[config.mk]
export PLATFORM = sky130hd
export DESIGN_NAME = gpio_debounce
export DESIGN_NICKNAME = d
export VERILOG_FILES = /design/src/rtl/gpio_debounce.sv
export SDC_FILE = /design/constraint.sdc
export NUM_CORES = 1
export LEC_CHECK = 0
export ABC_AREA = 1
export BUFFER_PORTS_ARGS = -buffer_cell sky130_fd_sc_hd__buf_2
export CAP_MARGIN = 20
export CELL_PAD_IN_SITES_DETAIL_PLACEMENT = 0
export CELL_PAD_IN_SITES_GLOBAL_PLACEMENT = 1
export CORE_UTILIZATION = 35
export CTS_CLUSTER_SIZE = 14
export DETAILED_ROUTE_END_ITERATION = 16
export GPL_ROUTABILITY_DRIVEN = 0
export PLACE_DENSITY = 0.68
export SLEW_MARGIN = 0
export SYNTH_ARGS = -nofsm -noshare
export SYNTH_HDL_FRONTEND = slang
export SYNTH_SLANG_ARGS = --single-unit
[constraint.sdc]
create_clock -name clk_i -period 2.1 [get_ports clk_i]
set_clock_uncertainty 0.1 [all_clocks]
set_input_delay 0.105 -clock clk_i [delete_from_list [all_inputs] [get_ports clk_i]]
set_output_delay 0.105 -clock clk_i [all_outputs]
set_load 0.05 [all_outputs]
[src/rtl/gpio_debounce.sv]
// gpio_debounce: per-pin synchroniser + debounce filter for asynchronous,
// bouncing board inputs. Each pin is conditioned by an independent lane
// instance. A pin only takes a new level after the synchronised input has
// disagreed with it for DEBOUNCE_CYCLES consecutive clock edges. Registered
// one-cycle rise/fall pulses accompany every accepted change.
//
// rst_ni asserts asynchronously and clears every flop. Its deassertion is
// expected to arrive synchronous to clk_i. No internal reset synchroniser is
// added, so the post-reset latency stays exactly SYNC_STAGES+DEBOUNCE_CYCLES.

// ---------------------------------------------------------------------------
// One conditioned pin: synchroniser chain, stability counter, output flops.
// ---------------------------------------------------------------------------
module gpio_debounce_lane #(
    parameter int SYNC_STAGES     = 2,
    parameter int DEBOUNCE_CYCLES = 1000
) (
    input  logic clk_i,
    input  logic rst_ni,
    input  logic raw,
    output logic level,
    output logic rise,
    output logic fall
);

    // Counter only needs to reach DEBOUNCE_CYCLES-1; keep at least one bit so
    // the DEBOUNCE_CYCLES=1 case still elaborates cleanly.
    localparam int               CNT_W    = (DEBOUNCE_CYCLES > 1) ? $clog2(DEBOUNCE_CYCLES) : 1;
    localparam logic [CNT_W-1:0] CNT_LAST = CNT_W'(DEBOUNCE_CYCLES - 1);

    logic [SYNC_STAGES-1:0] sync_q;
    logic                   sync_out;

    logic [CNT_W-1:0] cnt_q, cnt_d;
    logic             level_q, level_d;
    logic             rise_q, rise_d;
    logic             fall_q, fall_d;

    assign sync_out = sync_q[SYNC_STAGES-1];

    // Synchroniser chain: raw enters at bit 0, the settled sample leaves at the top.
    always_ff @(posedge clk_i or negedge rst_ni) begin
        if (!rst_ni) begin
            sync_q <= '0;
        end else begin
            sync_q <= {sync_q[SYNC_STAGES-2:0], raw};
        end
    end

    // Debounce decision: count consecutive disagreeing edges and accept the
    // new level on the edge where the count has already reached its last value.
    always_comb begin
        cnt_d   = '0;
        level_d = level_q;
        rise_d  = 1'b0;
        fall_d  = 1'b0;
        if (sync_out != level_q) begin
            if (cnt_q == CNT_LAST) begin
                // Accept: counter goes back to 0, pulse goes out with the new level.
                level_d = sync_out;
                rise_d  = sync_out;
                fall_d  = ~sync_out;
            end else begin
                // Still proving stability; saturates at CNT_LAST by construction.
                cnt_d = cnt_q + 1'b1;
            end
        end
        // Agreement falls through with cnt_d = 0 so any partial count is discarded.
    end

    // State and output flops; outputs come only from here, never from raw.
    always_ff @(posedge clk_i or negedge rst_ni) begin
        if (!rst_ni) begin
            cnt_q   <= '0;
            level_q <= 1'b0;
            rise_q  <= 1'b0;
            fall_q  <= 1'b0;
        end else begin
            cnt_q   <= cnt_d;
            level_q <= level_d;
            rise_q  <= rise_d;
            fall_q  <= fall_d;
        end
    end

    assign level = level_q;
    assign rise  = rise_q;
    assign fall  = fall_q;

endmodule

// ---------------------------------------------------------------------------
// Top: WIDTH independent lanes, no cross-pin interaction.
// ---------------------------------------------------------------------------
module gpio_debounce #(
    parameter int WIDTH           = 8,
    parameter int SYNC_STAGES     = 2,     // 2..4
    parameter int DEBOUNCE_CYCLES = 1000   // 1..65535
) (
    input  logic             clk_i,
    input  logic             rst_ni,
    input  logic [WIDTH-1:0] pin_raw_i,
    output logic [WIDTH-1:0] pin_o,
    output logic [WIDTH-1:0] rise_o,
    output logic [WIDTH-1:0] fall_o
);

    for (genvar g = 0; g < WIDTH; g++) begin : g_lane
        gpio_debounce_lane #(
            .SYNC_STAGES    (SYNC_STAGES),
            .DEBOUNCE_CYCLES(DEBOUNCE_CYCLES)
        ) u_lane (
            .clk_i (clk_i),
            .rst_ni(rst_ni),
            .raw   (pin_raw_i[g]),
            .level (pin_o[g]),
            .rise  (rise_o[g]),
            .fall  (fall_o[g])
        );
    end

endmodule
# Word level (Yosys, flattened, before mapping)
# Cells that the tools add are included.
word_totals:
  reg_bits: 120
  inputBits: 10
  elab_cells: 128
op_classes:
  add_sub_neg: 8
  eq_ne: 16
  n_mux: 48
  bitwise_logic: 8
  reduce_logical: 8
ops:
  columns: ["operator", "n"]
  rows:
  - ["10-bit 2-to-1 mux", 16]
  - ["10-bit by 1-bit adder with 10-bit output, second input constant", 8]
  - ["10-bit == test, second input constant", 8]
  - ["1-bit 2-to-1 mux", 32]
  - ["2-bit AND reduction", 8]
  - ["1-bit inequality test", 8]
  - ["1-bit inverter", 8]

# Longest topological paths before layout
# Gate-level depths: netlist of the first run.
depth:
  word_depth: 3
  ltp_mapped: 6

# By module
# Synthesis of the first run repeated with hierarchy kept, for this count alone.
hier_totals:
  hier_cells: 568
  area_unflattened_um2: 5525.3
modules_own_cells:
  columns: ["module", "instances", "cells_per_inst", "area_per_inst_um2", "seq_area_each_um2"]
  rows:
  - ["gpio_debounce_lane", 8, 71, 690.7, 375.4]

# Worst setup path after synthesis of the first run
# Ideal clock, no wire load.
synth_path:
  path_type: "reg-to-reg"
  start: "reg g_lane[6].u_lane.cnt_q[0]"
  end: "reg g_lane[6].u_lane.cnt_q[8]"
  setup_time_ps: 78
  arrival_ps: 1111
  required_time_ps: 1922
  setup_slack_ps: 811
  path_stages_with_launch: 7
  n_path_buf: 0
  period_less_slack_ps: 1289
  cell_sequence: "dfrtp_1 -> ha_1 -> nand2_1 -> inv_1 -> nand3_2 -> nand2_2 -> a21oi_1"
synth_between:
  elab_chain_cells: 3
synth_rtl:
  columns: ["element", "line", "rtl"]
  rows:
  - ["start, declared", "34", "logic [CNT_W-1:0] cnt_q, cnt_d;"]
  - ["start signal, assigned", "79", "cnt_q <= cnt_d;"]
  - ["10-bit by 1-bit adder with 10-bit output / 10-bit == test (equally long branches)", "65, 58", null]
  - ["10-bit 2-to-1 mux *", "58", "if (cnt_q == CNT_LAST) begin"]
  - ["10-bit 2-to-1 mux *", "57", "if (sync_out != level_q) begin"]
  - ["net g_lane[6].u_lane.cnt_d[8]", "34", null]
# The timed path passes the listed nets; every way through them passes the cells marked *.
# A chain may end at the register's enable or synchronous reset.

# Final worst setup path of the first run
# Same ends and word-level chain as after synthesis.

==> results of run 1 <==
==> through the flow <==
stage / instance area (um2) / total power [mW] / utilization / cells
6_report: 6480 / 5.83 / 0.427 / 827
5_1_grt: 6480 / 6.07 / 0.427 / 827
4_1_cts: 6480 / 5.91 / 0.427 / 827
3_5_place_dp: 5730 / 2.62 / 0.377 / 787
3_3_place_gp: 5730 / 2.62 / 0.377 / 787
2_1_floorplan: 5470 / 2.53 / - / 588
==> synthesized netlist by cell type, drive strengths merged <==
| library cell | number |
|---|---|
| nor2 | 140 |
| dfrtp | 120 |
| nand2 | 99 |
| inv | 59 |
| nand3 | 56 |
| a21oi | 27 |
| buf | 24 |
| xor2 | 18 |
| nor3 | 14 |
| ha | 8 |
| or2 | 8 |
| xnor2 | 7 |
| o21ai | 4 |
| a31oi | 2 |
| nand4 | 1 |
| o21bai | 1 |
==> path summary, 6_finish.rpt <==
kind	start	slack, ns	cells after the start	end
min in group clk_i	pin_raw_i[1]	0.22	2	g_lane[1].u_lane.sync_q[0]
worst max register to register	g_lane[6].u_lane.cnt_q[0]	0.67	6	g_lane[6].u_lane.cnt_q[8]
worst min-delay path	rst_ni	0.09	2	g_lane[5].u_lane.cnt_q[1]
worst max-delay path	g_lane[6].u_lane.cnt_q[0]	0.67	6	g_lane[6].u_lane.cnt_q[8]
worst min register to register	g_lane[3].u_lane.sync_q[0]	0.24	0	g_lane[3].u_lane.sync_q[1]
max in group asynchronous	rst_ni	1.16	3	g_lane[0].u_lane.rise
==> layer usage <==
layer	part of all wire	vias up	track usage	wire length [um]
li1	-	1910	-	-
met1	0.49	1721	0.162	4450
met2	0.45	44	0.209	4150
met3	0.034	18	0.0423	316
met4	0.027	0	0.0777	250
met5	0	-	0	0
==> logic make-up (layout without fill, tap and decap cells) <==
logic type               after synthesis  in the layout  synth area share
buffers and inverters                 83            134            0.0734
flip-flops                           120            120             0.549
XOR/XNOR                              25             25            0.0400
AND/OR/NAND/NOR                      318            318             0.284
AO/OA/AOI/OAI                         34             34            0.0354
adder cells (fa/ha/maj)                8              8            0.0183
==> area by class of cell <==
cell class	instances	area, um2
fillers	1484	8720
flip-flops and latches	120	3000
multi-input cells	385	2070
clock buffers	22	464
repair buffers	44	298
well taps	188	235
inverters	59	221
clock inverters	9	195
==> flip-flops by register name, indices dropped and copies added, names as in the netlist <==
name,cells
g_lane.u_lane.cnt_q,80
g_lane.u_lane.sync_q,16
g_lane.u_lane.fall,8
g_lane.u_lane.level,8
g_lane.u_lane.rise,8
==> where the power goes <==
part           switching [mW]  internal, mW  total, mW  leakage, nW
clock                   0.967          2.27       3.24        0.324
sequential             0.0320          2.37       2.40         1.62
combinational           0.123        0.0678      0.191         1.06
total                    1.12          4.71       5.83         3.00
==> repair_timing <==
| action | 4_1_cts | 5_1_grt |
|---|---|---|
| hold buffers | 9 | 0 |
| resized for setup | 0 | 0 |
| hold endpoints to repair | 117 | 0 |
==> metrics, run 1 <==
status finished clean; GRT Residual Overflow 0; Rows 45; largest net degree at the start of global routing 54; Worst Setup End Kind flop; Mapped Cells 588; initial antenna violation count 0; Rel. slew slack 0.682; Die H 127 um; delay-heaviest family, CP simple AND/OR/NAND/NOR gates; pwr dens 899 nW/um2; first-pass GRT wire length 16.8 mm; Detailed Routing Iterations Pass 1 4; sequential area share after synthesis 0.549; Static Leak 3.00 nW; Arr. time, crit path 1.67 ns; WP buf/inv 1; Hold WC Path Type in2async; antenna viol nets, final 0; vias post-DR 3693; top-area cell type share of the netlist area 0.549; Syn Std Cell Area 5470 um2; htree depth 4; Initial DRC Count 205; CTS root buf clkbuf_16; delay of the slowest cell on the worst path 0.39 ns; Setup Crit Path Kind reg2reg; Peak VDD IR 0.532 mV; Tmin final 1.43 ns; commonest non-fill, non-tap cell in the layout dfrtp_1; RSZ-0062 raised after global routing false; Least-Margin Pin Slew 0.477 ns; Die X 127 um; Setup Buffers After CTS 0; Clk Latency, worst-skew pair 0.42 ns; DIE AREA 16100 um2; drc violations 0; gr usage total 0.133; setup violators final 0; Synth area leaders dfrtp_1, nor2_1, nand2_1; area of the core 15200 um2; Max Fclk 698 MHz; synth warn 0; via count of the first global-routing pass 3736; mean post-synth cell area 9.31 um2; Inserted Diodes 0; Final #Nets 645; post-synth top area cell dfrtp_1; final hold vios 0; count of cell types in the netlist 23; Area Overhead vs Synth 18.5%; Pins Over Slew Limit 0; clock buffer depth 2; Final HPWL DP 6.45 mm; Yosys reg bits 120; IO Count 34; Initial Util 0.360; Syn Nets 606; Setup TNS 0 ns; Hold Slack 0.0922 ns; CTS tree yes; CP max stage cell dfrtp_1; Vias/cell 4.47; post-DR wirelength/cell 11.1 um; crit-path cells ha_1 -> nand2_1 -> inv_1 -> nand3_2 -> nand2_2 -> a21oi_1; highest-count cells in the layout ignoring fill and taps dfrtp_1, nor2_1, nand2_1; share of layout cells above drive strength 1 0.189; startpoint types flop; total wire length 9.17 mm; Final WS setup 0.667 ns; Worst Path Max Fanout 7; Max-cap violations 0; Critical Path RT 2.34 ns; clk slew on worst S/H paths 0.05 ns; pre-CTS WS 0.660 ns; Final Cycle Share 0.682; clock tree sinks 120; cts bufs inserted 17; I/O Buffers 33
Note: power is estimated with default switching activity, not from simulation.
==> run 2: changes to the inputs <==
PLACE_DENSITY = 0.7   (was 0.68)
clock period = 1.3 ns   (was 2.1 ns; I/O delays follow)
==> run 2 against run 1 <==
Against the previous run: the flow now finishes with violations (hold timing); largest cell class unchanged; highest routed layer unchanged; register-to-register slack lost 0.66 ns; worst setup slack got worse by 0.66 ns; combinational power grew 120%; sequential cell count is the same; count of clock-buffer cells in the layout unchanged.
==> metrics, run 2 (synthesized netlist as in run 1, its figures left out) <==
Rows 45 (unchanged); Rel. slew slack 0.807 (was 0.682); Max Fclk 773 MHz (was 698 MHz); CP max stage cell dfrtp_1 (unchanged); Largest register FFs 80 (unchanged); antenna viol nets, final 0 (unchanged); Worst Path Max Fanout 3 (was 7); fin util 0.474 (was 0.427); CP most frequent cell nand2_2; Final HPWL DP 6.63 mm (was 6.45 mm); sequential power share 0.425 (was 0.412); clock buffer depth 2 (unchanged); Inserted Diodes 0 (unchanged); Worst Setup End Kind flop (unchanged); share of layout cells above drive strength 1 0.351 (was 0.189); WP buf/inv 1 (unchanged); Final Instance Count excl. Fillers 875 (was 827); htree depth 4 (unchanged); GRT Residual Overflow 0 (unchanged); first-pass GRT wire length 16.9 mm (was 16.8 mm); initial antenna violation count 0 (unchanged); Pins Over Slew Limit 0 (unchanged); FILL cells 1411 (was 1484); Most flops, register g_lane.u_lane.cnt_q (unchanged); IO Count 34 (unchanged); crit-path cells ha_2 -> nand2_2 -> buf_6 -> nor2_4 -> nand2_1 -> nand2_2 -> a21oi_2 (was ha_1 -> nand2_1 -> inv_1 -> nand3_2 -> nand2_2 -> a21oi_1); delay of the slowest cell on the worst path 0.36 ns (was 0.39 ns); vias post-DR 3965 (was 3693); Sw Pwr 1.90 mW (was 1.12 mW); delay-heaviest family, CP flip-flops (was simple AND/OR/NAND/NOR gates); highest-count cells in the layout ignoring fill and taps dfrtp_1, nor2_1, nand2_1 (unchanged); via count of the first global-routing pass 3806 (was 3736); final hold vios 13 (was 0); pwr dens 1270 nW/um2 (was 899 nW/um2); Comb power frac 0.046 (was 0.033); Die H 127 um (unchanged); Initial DRC Count 148 (was 205); Detailed Routing Iterations Pass 1 4 (unchanged); Arr. time, crit path 1.50 ns (was 1.67 ns); Area Overhead vs Synth 31.8% (was 18.5%); Critical Path RT 1.50 ns (was 2.34 ns); cts bufs inserted 17 (unchanged); status finished, violations left (was finished clean); Peak VDD IR 0.812 mV (was 0.532 mV); Clk pwr share 0.528 (was 0.556); drc violations 0 (unchanged); Static Leak 3.22 nW (was 3.00 nW); internal power 7.24 mW (was 4.71 mW); CTS root buf clkbuf_16 (unchanged); placed cell count 817 (was 787); Clk Latency, worst-skew pair 0.42 ns (about the same); Initial Util 0.360 (unchanged); DIE AREA 16100 um2 (unchanged); Tmin final 1.29 ns (was 1.43 ns); Max-cap violations 0 (unchanged); RSZ-0062 raised after global routing true (was false); Hold Slack -0.0327 ns (was 0.0922 ns); internal reg-to-reg setup slack 0.007 ns (was 0.67 ns); switching part of the total 0.208 (was 0.192); violated checks hold timing; Setup Crit Path Kind reg2reg (unchanged); CTS tree yes (unchanged); Die X 127 um (unchanged); total wire length 10.1 mm (was 9.17 mm); Reg2Reg Capture Point g_lane[5].u_lane.cnt_q[8] (was g_lane[6].u_lane.cnt_q[8]); reg2reg start g_lane[5].u_lane.cnt_q[1] (was g_lane[6].u_lane.cnt_q[0]); area of the core 15200 um2 (unchanged); I/O Buffers 33 (unchanged); Worst Reg2Reg Path Length in Cells 7 (was 6); Vias/cell 4.53 (was 4.47); Hold WC Path Type in2async (unchanged); setup violators final 0 (unchanged); post-DR wirelength/cell 11.6 um (was 11.1 um); Least-Margin Pin Slew 0.290 ns (was 0.477 ns); Final #Nets 692 (was 645); largest net degree at the start of global routing 39 (was 54); top flop regs g_lane.u_lane.cnt_q: 80 flops, g_lane.u_lane.sync_q: 16 flops (unchanged); clock tree sinks 120 (unchanged); clk slew on worst S/H paths 0.05 ns (about the same); gr usage total 0.133 (about the same); Final Cycle Share 0.995 (was 0.682); startpoint types flop (unchanged); commonest non-fill, non-tap cell in the layout dfrtp_1 (unchanged)
## run 2: cell type report
| class | instances | area (um2) | share of cell area |
|---|---|---|---|
| Sequential cell | 120 | 3010 | 0.417 |
| Multi-Input combinational cell | 385 | 2450 | 0.340 |
| Timing Repair Buffer | 91 | 689 | 0.0956 |
| Clock buffer | 22 | 454 | 0.0630 |
| Tap cell | 188 | 235 | 0.0326 |
| Inverter | 59 | 226 | 0.0314 |
| Clock inverter | 10 | 150 | 0.0208 |
## run 2: power groups by stage
stage | combinational, mW | clock, mW | sequential, mW
2_1_floorplan | 0.157 | 0 | 3.93
3_3_place_gp | 0.326 | 0 | 3.93
3_5_place_dp | 0.337 | 0 | 3.94
4_1_cts | 0.369 | 4.96 | 3.87
5_1_grt | 0.483 | 5.11 | 3.89
6_report | 0.423 | 4.83 | 3.89
## run 2: routing by layer
metal  track usage  part of all wire  routed length, um
met1         0.165              0.46               4630
met2         0.208              0.49               4950
met3        0.0398             0.032                323
met4        0.0735             0.022                227
met5             0                 0                  0
## run 2: how the worst max path moves through the flow
stage,cells past startpoint,endpoint,start
after floorplan,6,g_lane[6].u_lane.cnt_q[8],g_lane[6].u_lane.cnt_q[0]
after global placement,6,g_lane[0].u_lane.cnt_q[8],g_lane[0].u_lane.cnt_q[0]
after detailed placement,6,g_lane[7].u_lane.cnt_q[8],g_lane[7].u_lane.cnt_q[0]
after CTS,6,g_lane[4].u_lane.cnt_q[0],g_lane[4].u_lane.cnt_q[0]
after global routing,6,g_lane[0].u_lane.rise,g_lane[0].u_lane.cnt_q[0]
final,7,g_lane[5].u_lane.cnt_q[8],g_lane[5].u_lane.cnt_q[1]
## run 2: stage by stage
step	power (mW)	setup WS [ns]	area (um2)	hold slack, ns	setup TNS, ns
final	9.14	0.00657	7210	-0.0327	0
after global routing	9.49	-0.0592	7210	-0.0104	-0.807
after CTS	9.21	0.0103	6750	-0.0368	0
after detailed placement	4.28	-0.0460	5960	-0.127	-0.746
after global placement	4.26	-0.00532	5960	-0.133	-0.0129
after floorplan	4.08	0.0110	5470	-0.331	0
## run 2: what timing repair did
action                                 CTS  global route
endpoints found under the hold margin  128             2
setup endpoints to repair               49            92
setup buffers                            0            16
gates cloned                             0             0
hold buffers                             9             1
gates resized for setup                 18            96
pin swaps                                0            40
==> run 3: changes to the inputs <==
--- a/config.mk
+++ b/config.mk
@@ -11,9 +11,9 @@
 export CELL_PAD_IN_SITES_DETAIL_PLACEMENT = 0
 export CELL_PAD_IN_SITES_GLOBAL_PLACEMENT = 1
-export CORE_UTILIZATION = 35
+export CORE_UTILIZATION = 42
 export CTS_CLUSTER_SIZE = 14
 export DETAILED_ROUTE_END_ITERATION = 16
 export GPL_ROUTABILITY_DRIVEN = 0
-export PLACE_DENSITY = 0.7
+export PLACE_DENSITY = 0.81
 export SLEW_MARGIN = 0
 export SYNTH_ARGS = -nofsm -noshare
--- a/constraint.sdc
+++ b/constraint.sdc
@@ -3,3 +3,3 @@
 set_input_delay 0.065 -clock clk_i [delete_from_list [all_inputs] [get_ports clk_i]]
 set_output_delay 0.065 -clock clk_i [all_outputs]
-set_load 0.05 [all_outputs]
+set_load 0.005 [all_outputs]
==> run 3 against run 2 <==
Against the previous run: the flow finishes with violations (setup timing); non-clock buffer count is 2 higher; worst hold slack better by 0.12 ns; clock power is 12% lower; count of clock-buffer cells in the layout stayed put; highest routed layer unchanged.
==> metrics, run 3 (synthesized netlist as in run 1, its figures left out) <==
IO Count 34 (unchanged); Reg2Reg Capture Point g_lane[5].u_lane.level (was g_lane[5].u_lane.cnt_q[8]); top flop regs g_lane.u_lane.cnt_q: 80 flops, g_lane.u_lane.sync_q: 16 flops (unchanged); total wire length 10.1 mm (about the same); Pins Over Slew Limit 0 (unchanged); Largest register FFs 80 (unchanged); Static Leak 3.22 nW (about the same); setup violators final 4 (was 0); Most flops, register g_lane.u_lane.cnt_q (unchanged); violated checks setup timing (was hold timing); DIE AREA 13500 um2 (was 16100 um2); Worst Setup End Kind flop (unchanged); multi-input gate area in the final layout 2540 um2 (was 2450 um2); highest-count cells in the layout ignoring fill and taps dfrtp_1, nor2_1, nand2_1 (unchanged); Max Fclk 762 MHz (was 773 MHz); Final HPWL DP 6.30 mm (was 6.63 mm); Die H 116 um (was 127 um); Final #Nets 694 (was 692); htree depth 4 (unchanged); drc violations 0 (unchanged); clock buffer depth 2 (unchanged); Initial Util 0.432 (was 0.360); Area Overhead vs Synth 32.1% (was 31.8%); Setup Crit Path Kind reg2reg (unchanged); clk slew on worst S/H paths 0.05 ns (about the same); Final Cycle Share 1.01 (was 0.995); Tmin final 1.31 ns (was 1.29 ns); initial antenna violation count 0 (unchanged); gr usage total 0.159 (was 0.133); clock tree sinks 120 (unchanged); Clk Latency, worst-skew pair 0.41 ns (was 0.42 ns); final hold vios 0 (was 13); status finished, violations left (unchanged); sequential power share 0.454 (was 0.425); CTS tree yes (unchanged); FILL cells 1095 (was 1411); commonest non-fill, non-tap cell in the layout dfrtp_1 (unchanged); area of the core 12700 um2 (was 15200 um2); pwr dens 1190 nW/um2 (was 1270 nW/um2); via count of the first global-routing pass 3902 (was 3806); startpoint types flop (unchanged); switching part of the total 0.218 (was 0.208); antenna viol nets, final 0 (unchanged); Rel. slew slack 0.718 (was 0.807); Sw Pwr 1.87 mW (was 1.90 mW); Final Instance Count excl. Fillers 860 (was 875); Rows 41 (was 45); Detailed Routing Iterations Pass 1 4 (unchanged); Sequential Area 3000 um2 (was 3010 um2); internal power 6.70 mW (was 7.24 mW); Initial DRC Count 123 (was 148); Inserted Diodes 0 (unchanged); Comb power frac 0.051 (was 0.046); internal reg-to-reg setup slack -0.01 ns (was 0.007 ns); I/O Buffers 33 (unchanged); fin util 0.570 (was 0.474); GRT Residual Overflow 0 (unchanged); RSZ-0062 raised after global routing true (unchanged); largest net degree at the start of global routing 75 (was 39); post-DR wirelength/cell 11.7 um (was 11.6 um); share of layout cells above drive strength 1 0.378 (was 0.351); Arr. time, crit path 1.50 ns (about the same); Clk pwr share 0.495 (was 0.528); first-pass GRT wire length 16.5 mm (was 16.9 mm); placed cell count 797 (was 817); Critical Path RT 1.49 ns (was 1.50 ns); CTS root buf clkbuf_16 (unchanged); cts bufs inserted 17 (unchanged); Die X 116 um (was 127 um); Final WS setup -0.0116 ns (was 0.00657 ns); vias post-DR 3987 (was 3965); Least-Margin Pin Slew 0.423 ns (was 0.290 ns); Hold WC Path Type in2async (unchanged); Worst Path Max Fanout 6 (was 3); Vias/cell 4.64 (was 4.53); Setup TNS -0.0276 ns (was 0 ns); Worst Reg2Reg Path Length in Cells 5 (was 7); reg2reg start g_lane[5].u_lane.cnt_q[6] (was g_lane[5].u_lane.cnt_q[1]); Peak VDD IR 1.08 mV (was 0.812 mV); Max-cap violations 0 (unchanged)
-- run 3: changes by cell type in the layout (fill, tap and decap cells not counted), moves of 2 or more --
cell	before	now
o21ai_0	1	3
nor2_1	101	83
bufinv_16	4	1
o21ai_1	3	1
buf_4	38	40
nor2_4	19	22
nand2_1	72	75
nor2_2	20	35
nand2_2	18	13
nand2_8	1	4
-- run 3: worst max-delay path by stage --
stage                                    from                        end  slack (ns)  depth (start not counted)
floorplan           g_lane[6].u_lane.cnt_q[0]  g_lane[6].u_lane.cnt_q[8]        0.01                          6
global placement    g_lane[3].u_lane.cnt_q[0]  g_lane[3].u_lane.cnt_q[6]       -0.04                          6
detailed placement  g_lane[3].u_lane.cnt_q[1]  g_lane[3].u_lane.cnt_q[5]       -0.09                          6
CTS                 g_lane[5].u_lane.cnt_q[4]      g_lane[5].u_lane.fall       0.002                          6
global route        g_lane[5].u_lane.cnt_q[6]  g_lane[5].u_lane.cnt_q[5]       -0.09                          5
finish              g_lane[5].u_lane.cnt_q[6]     g_lane[5].u_lane.level       -0.01                          5
-- run 3: power by group through the flow --
stage	registers [mW]	clock network, mW	logic [mW]
3_5_place_dp	3.94	0	0.331
3_3_place_gp	3.93	0	0.320
6_report	3.88	4.24	0.439
5_1_grt	3.89	4.53	0.502
2_1_floorplan	3.93	0	0.157
4_1_cts	3.87	4.37	0.361
-- run 3: per-stage QoR --
stage                     power, mW  hold slack (ns)  area (um2)  worst slack [ns]
final                          8.57           0.0882        7230           -0.0116
after global routing           8.93            0.113        7230           -0.0856
after CTS                      8.60            0.101        6630           0.00194
after detailed placement       4.27          -0.0166        5910           -0.0948
after global placement         4.25          -0.0193        5910           -0.0419
after floorplan                4.08           -0.331        5470            0.0110
-- run 3: repair_timing --
action	in CTS	in global routing
pin swaps	1	44
endpoints found under the hold margin	128	0
hold buffers	9	0
buffers inserted	0	23
setup endpoints to repair	43	91
gates resized for setup	17	117
-- run 3: per-layer routing --
layer / share of wire / global-route usage / up-vias
met5: 0 / 0 / -
met4: 0.012 / 0.0667 / 0
met3: 0.031 / 0.0592 / 10
met2: 0.51 / 0.262 / 44
met1: 0.45 / 0.189 / 1927
li1: - / - / 2006
-- run 3: cell type report --
class                           count  area share
Timing Repair Buffer               93      0.0973
Clock inverter                      9      0.0106
Multi-Input combinational cell    385       0.351
Inverter                           59      0.0310
Sequential cell                   120       0.416
Clock buffer                       22      0.0642
Tap cell                          172      0.0298
-- run 3: worst max-delay path, cell delays in order, from the launching register on --
cell	delay (ns)
dfrtp_1	0.41
nand2_1	0.13
nor2_2	0.19
nand3_4	0.17
nor2_2	0.14
a21oi_1	0.05
